==> src/rtl/voice_scheduler.sv <==
// rtl/voice_scheduler.sv - time-multiplexes one waveform generator across oscillator voices and mixes one sample per frame
module voice_scheduler #(
    parameter int NUM_VOICES  = 32,
    parameter int ACC_WIDTH   = 24,
    parameter int GEN_LATENCY = 3,
    parameter int MIX_SHIFT   = 3
) (
    input  logic                          i_Clock,
    input  logic                          i_Reset,
    input  logic                          i_SampleTick,
    input  logic                          i_ConfigWrite,
    input  logic [$clog2(NUM_VOICES)-1:0] i_ConfigVoice,
    input  logic [ACC_WIDTH-1:0]          i_ConfigIncrement,
    input  logic                          i_ConfigWaveform,
    input  logic                          i_ConfigEnable,
    input  logic                          i_ConfigPhaseReset,
    output logic [12:0]                   o_Phase,
    output logic                          o_Waveform,
    input  logic [15:0]                   i_Amplitude,
    output logic [15:0]                   o_Sample,
    output logic                          o_SampleValid,
    output logic                          o_Busy,
    output logic                          o_Overrun
);

    localparam int VW = $clog2(NUM_VOICES);
    localparam int SW = 16 + VW;
    localparam int TD = GEN_LATENCY + 1;
    localparam int DW = (GEN_LATENCY > 1) ? $clog2(GEN_LATENCY) : 1;
    localparam logic signed [SW-1:0] SAT_MAX = 32767;
    localparam logic signed [SW-1:0] SAT_MIN = -32768;

    typedef enum logic [1:0] {S_IDLE, S_ISSUE, S_DRAIN, S_DONE} state_t;

    state_t                state_q, state_d;
    logic [VW-1:0]         voice_q, voice_d;
    logic [DW-1:0]         drain_q, drain_d;
    logic [ACC_WIDTH-1:0]  acc_q [NUM_VOICES];
    logic [ACC_WIDTH-1:0]  acc_d [NUM_VOICES];
    logic [ACC_WIDTH-1:0]  inc_q [NUM_VOICES];
    logic [ACC_WIDTH-1:0]  inc_d [NUM_VOICES];
    logic [NUM_VOICES-1:0] en_q, en_d;
    logic [NUM_VOICES-1:0] wave_q, wave_d;
    logic [TD-1:0]         tag_q, tag_d;
    logic signed [SW-1:0]  sum_q, sum_d;
    logic signed [SW-1:0]  amp_ext;
    logic signed [SW-1:0]  shifted;
    logic [12:0]           phase_q, phase_d;
    logic                  wave_out_q, wave_out_d;
    logic [15:0]           sample_q, sample_d;
    logic                  valid_q, valid_d;
    logic                  overrun_q, overrun_d;

    assign amp_ext       = {{VW{i_Amplitude[15]}}, i_Amplitude};
    assign o_Phase       = phase_q;
    assign o_Waveform    = wave_out_q;
    assign o_Sample      = sample_q;
    assign o_SampleValid = valid_q;
    assign o_Busy        = (state_q != S_IDLE);
    assign o_Overrun     = overrun_q;

    always_comb begin
        state_d    = state_q;
        voice_d    = voice_q;
        drain_d    = drain_q;
        acc_d      = acc_q;
        inc_d      = inc_q;
        en_d       = en_q;
        wave_d     = wave_q;
        tag_d      = {tag_q[TD-2:0], 1'b0};
        sum_d      = sum_q;
        phase_d    = phase_q;
        wave_out_d = wave_out_q;
        sample_d   = sample_q;
        valid_d    = 1'b0;
        overrun_d  = overrun_q;

        // The tag leaving the pipeline lines up with this cycle's generator output.
        if (tag_q[TD-1]) begin
            sum_d = sum_q + amp_ext;
        end
        shifted = sum_d >>> MIX_SHIFT;

        case (state_q)
            S_IDLE: begin
                if (i_SampleTick) begin
                    state_d = S_ISSUE;
                    voice_d = '0;
                    sum_d   = '0;
                end
            end
            S_ISSUE: begin
                phase_d    = acc_q[voice_q][ACC_WIDTH-1 -: 13];
                wave_out_d = wave_q[voice_q];
                tag_d[0]   = en_q[voice_q];
                if (en_q[voice_q]) begin
                    acc_d[voice_q] = acc_q[voice_q] + inc_q[voice_q];
                end
                if (voice_q == VW'(NUM_VOICES - 1)) begin
                    state_d = S_DRAIN;
                    drain_d = '0;
                end else begin
                    voice_d = voice_q + 1'b1;
                end
            end
            S_DRAIN: begin
                if (drain_q == DW'(GEN_LATENCY - 1)) begin
                    state_d = S_DONE;
                end else begin
                    drain_d = drain_q + 1'b1;
                end
            end
            S_DONE: begin
                if (shifted > SAT_MAX) begin
                    sample_d = 16'h7FFF;
                end else if (shifted < SAT_MIN) begin
                    sample_d = 16'h8000;
                end else begin
                    sample_d = shifted[15:0];
                end
                valid_d = 1'b1;
                state_d = S_IDLE;
            end
            default: state_d = S_IDLE;
        endcase

        if (i_SampleTick && (state_q != S_IDLE)) begin
            overrun_d = 1'b1;
        end

        // Applied last so a phase reset beats a same-cycle accumulator advance.
        if (i_ConfigWrite) begin
            inc_d[i_ConfigVoice]  = i_ConfigIncrement;
            en_d[i_ConfigVoice]   = i_ConfigEnable;
            wave_d[i_ConfigVoice] = i_ConfigWaveform;
            if (i_ConfigPhaseReset) begin
                acc_d[i_ConfigVoice] = '0;
            end
        end
    end

    always_ff @(posedge i_Clock or posedge i_Reset) begin
        if (i_Reset) begin
            state_q    <= S_IDLE;
            voice_q    <= '0;
            drain_q    <= '0;
            for (int i = 0; i < NUM_VOICES; i++) begin
                acc_q[i] <= '0;
                inc_q[i] <= '0;
            end
            en_q       <= '0;
            wave_q     <= '0;
            tag_q      <= '0;
            sum_q      <= '0;
            phase_q    <= '0;
            wave_out_q <= 1'b0;
            sample_q   <= '0;
            valid_q    <= 1'b0;
            overrun_q  <= 1'b0;
        end else begin
            state_q    <= state_d;
            voice_q    <= voice_d;
            drain_q    <= drain_d;
            acc_q      <= acc_d;
            inc_q      <= inc_d;
            en_q       <= en_d;
            wave_q     <= wave_d;
            tag_q      <= tag_d;
            sum_q      <= sum_d;
            phase_q    <= phase_d;
            wave_out_q <= wave_out_d;
            sample_q   <= sample_d;
            valid_q    <= valid_d;
            overrun_q  <= overrun_d;
        end
    end

endmodule

==> config.mk <==
export PLATFORM = sky130hd
export DESIGN_NAME = voice_scheduler
export DESIGN_NICKNAME = d
export VERILOG_FILES = /design/src/rtl/voice_scheduler.sv
export SDC_FILE = /design/constraint.sdc
export NUM_CORES = 2
export LEC_CHECK = 0
export CORE_MARGIN = 2
export CORE_UTILIZATION = 45
export DETAILED_ROUTE_END_ITERATION = 6
export GPL_TIMING_DRIVEN = 0
export PLACE_DENSITY = 0.65
export SYNTH_ARGS = -nofsm -noshare
export SYNTH_HDL_FRONTEND = slang
export SYNTH_SLANG_ARGS = --single-unit
==> constraint.sdc <==
create_clock -name i_Clock -period 166.3 [get_ports i_Clock]
set_clock_uncertainty 0.2 [all_clocks]
set_input_delay 24.945 -clock i_Clock [delete_from_list [all_inputs] [get_ports i_Clock]]
set_output_delay 24.945 -clock i_Clock [all_outputs]
set_load 0.01 [all_outputs]
==> results.cfg <==
[outcome]
status = finished with violations
violations = capacitance limit, slew limit

[critical_path]
cp-start-kind = input pin
worstSetupEndpointType = async pin
required_ns = 167.00
setup.worst_path.class = input pin to async pin
crit_arrival_ns = 28.87
cp_max_fo = 139

[clock_tree]
cts_buffer_depth = 3
post_cts_buffers = 0
path_clk_slew_ns = 0.06
h-tree-depth = 4
clkSinkCount = 1666
cts.repair.resized = 0
hold_buffers = 0
root_buffer = clkbuf_16
clock_latency_ns = 0.87
cts-buffers-inserted = 175
cts_tree = yes

[placed_design]
dp_hpwl_um = 211000
gp_congestion = 1.04
port-buffer-count = 80
dpl_worst_slack_ns = 137.08

[route]
wirelength_um = 299000
viasPerCell = 6.33
drt_iter0_drc = 7884
vias = 59300
drc = 0
ant_nets = 0
dr.pass1.iters = 6
avgRoutedWirePerCell_um = 31.9

[job]
cap_violations = 16

[layout]
fin_nets = 7006
post-route-util_pct = 51.0
area_growth_pct = 13.0
drive_gt1_share_pct = 25.6

[synthesis]
syn-instance-count = 6626
yosys_warnings = 0
synth-seq-area-share_pct = 53.2
synthAdderAreaFrac_pct = 0.898
synthTopCellsByArea = dfrtp_1 53%, mux2_2 12%, mux4_2 12%
synth-edff-count = 0
ys.flop_type = dfrtp_1
ys_ff_latch = 1666
synth_top_family_by_area = multiplexers
synth_cell_types = 79
synthMuxAreaShare_pct = 23.9
synth_compound_area_share_pct = 8.69
yosysMostFrequentCell = dfrtp_1
async_flop_share_pct = 100
synthSimpleGateAreaFrac_pct = 9.62
synthXorXnorAreaFrac_pct = 0.345
syn_area_per_cell_um2 = 11.8
yosysTopAreaCell = dfrtp_1
synth.net_count = 6733
netlist_area_mm2 = 0.0783
synthTopCellsByCount = 1666 x dfrtp_1, 896 x nor2_1, 848 x mux2_2
yosys.area.top_type_share_pct = 53.2

[die]
die_area_mm2 = 0.177
initial_core_util_pct = 45.1
ios = 85
die_h_um = 421
row_count = 153
fp.dieW_um = 421
core_mm2 = 0.173

[power]
ir_drop_mv = 0.0465
p_leak_nw = 37.8
power_density_mw_per_mm2 = 23.0

[hold_path]
holdCritPathClass = flop to flop

[sta]
fmax_ghz = 0.0355
hold_viol = 0
slew_headroom_pct = -13.7
worst_slack_ns = 138.13
setup_viol = 0
setup_total_negative_slack_ns = 0
period_share_pct = 16.9
period_needed_ns = 28.17
worst_pin_slew_ns = 1.71
report.final.slew_viol_count = 121
grt_setup_unrepaired = no

[global_route]
grt_overflow_total = 0
grt_util_met3_pct = 11.0
grt_busiest_layer = met2
grt_pass1_wl_um = 427000
antenna_found_initial = 27
grt_util_all_layers_pct = 33.5
grt_max_degree = 140
grt_pass1_vias = 58700
grt_use_met1_pct = 42.9
gr-usage-met2_pct = 48.4
cell families after synthesis:
| logic type | after synthesis |
|---|---|
| DFF | 1666 |
| AOI/OAI and AO/OA | 1141 |
| buffers and inverters | 606 |
| and+or+nand+nor | 1863 |
| xor gates and xnor gates | 30 |
| muxes | 1265 |
| adders and majority gates | 55 |
state kept, by name, summed over array words and instances, names as in the netlist:
name	flops
state_q	2
o_Phase	13
drain_q	2
o_SampleValid	1
inc_q	768
o_Waveform	1
sum_q	21
o_Overrun	1
wave_q	32
acc_q	768
tag_q	4
en_q	32
o_Sample	16
voice_q	5
metal layers:
metal  routed length, um  part of all wire [%]  up-vias
li1                    -                     -    24100
met1              113000                    38    30800
met2              129000                    43     3384
met3               33300                    11      958
met4               23700                   7.9       22
met5                 348                  0.12        -
worst paths after layout:
path / slack, ns / cells past startpoint / to / start
setup / recovery: 138.13 / 7 / inc_q[109] / i_Reset
hold / removal: 0.15 / 0 / tag_q[3] / tag_q[2]
hold reg to reg: 0.15 / 0 / tag_q[3] / tag_q[2]
max in group i_Clock: 138.13 / 7 / inc_q[414] / i_ConfigWrite
setup reg to reg: 155.89 / 20 / acc_q[549] / voice_q[1]
min in group asynchronous: 24.38 / 2 / o_Overrun / i_Reset
power breakdown:
group / switching, mW / leakage (nW) / internal [mW]
clock: 0.177 / 2.92 / 0.232
sequential: 0.0551 / 19.8 / 0.507
combinational: 0.786 / 15.1 / 0.277
total: 1.02 / 37.8 / 1.02
worst max-delay path, stage by stage:
cell	delay [ns]
clkdlybuf4s50_1	0.50
inv_8	0.46
buf_16	0.40
buf_16	0.54
buf_16	0.48
buf_16	0.50
buf_16	0.52
final cells by class:
| type | instances | area [um2] |
|---|---|---|
| fillers | 15300 | 85000 |
| flip-flops and latches | 1666 | 41700 |
| multi-input cells | 4354 | 34100 |
| clock buffers | 261 | 5120 |
| well taps | 2325 | 2910 |
| plain buffers | 587 | 2520 |
| repair buffers | 96 | 1210 |
| clock inverters | 57 | 838 |
| inverters | 19 | 78.8 |
| diodes | 12 | 30.0 |
stage by stage:
step	cell area [um2]	hold WS (ns)	std cells	power, mW
finish	88500	0.148	9377	2.03
floorplan	78300	0.131	6626	1.10
global route	88500	0.165	9368	2.07
detailed placement	82500	0.136	9047	1.57
global placement	82000	0.133	9031	1.56
CTS	88400	0.150	9365	1.98
cell usage in the layout (no fill, tap or decap), types with 33 or more instances in the layout:
| cell type | n |
|---|---|
| a21oi_1 | 720 |
| ha_1 | 53 |
| a211oi_1 | 60 |
| mux2_2 | 848 |
| nor3_1 | 65 |
| clkdlybuf4s50_1 | 80 |
| clkbuf_8 | 42 |
| mux4_2 | 401 |
| nand2_1 | 744 |
| a22oi_1 | 180 |
| dfrtp_1 | 1666 |
| o31ai_1 | 33 |
| nor2_1 | 888 |
| clkbuf_1 | 400 |
| nand4_1 | 38 |
| clkbuf_16 | 175 |
| buf_2 | 184 |
No activity file was read; power rests on OpenSTA's default activity.
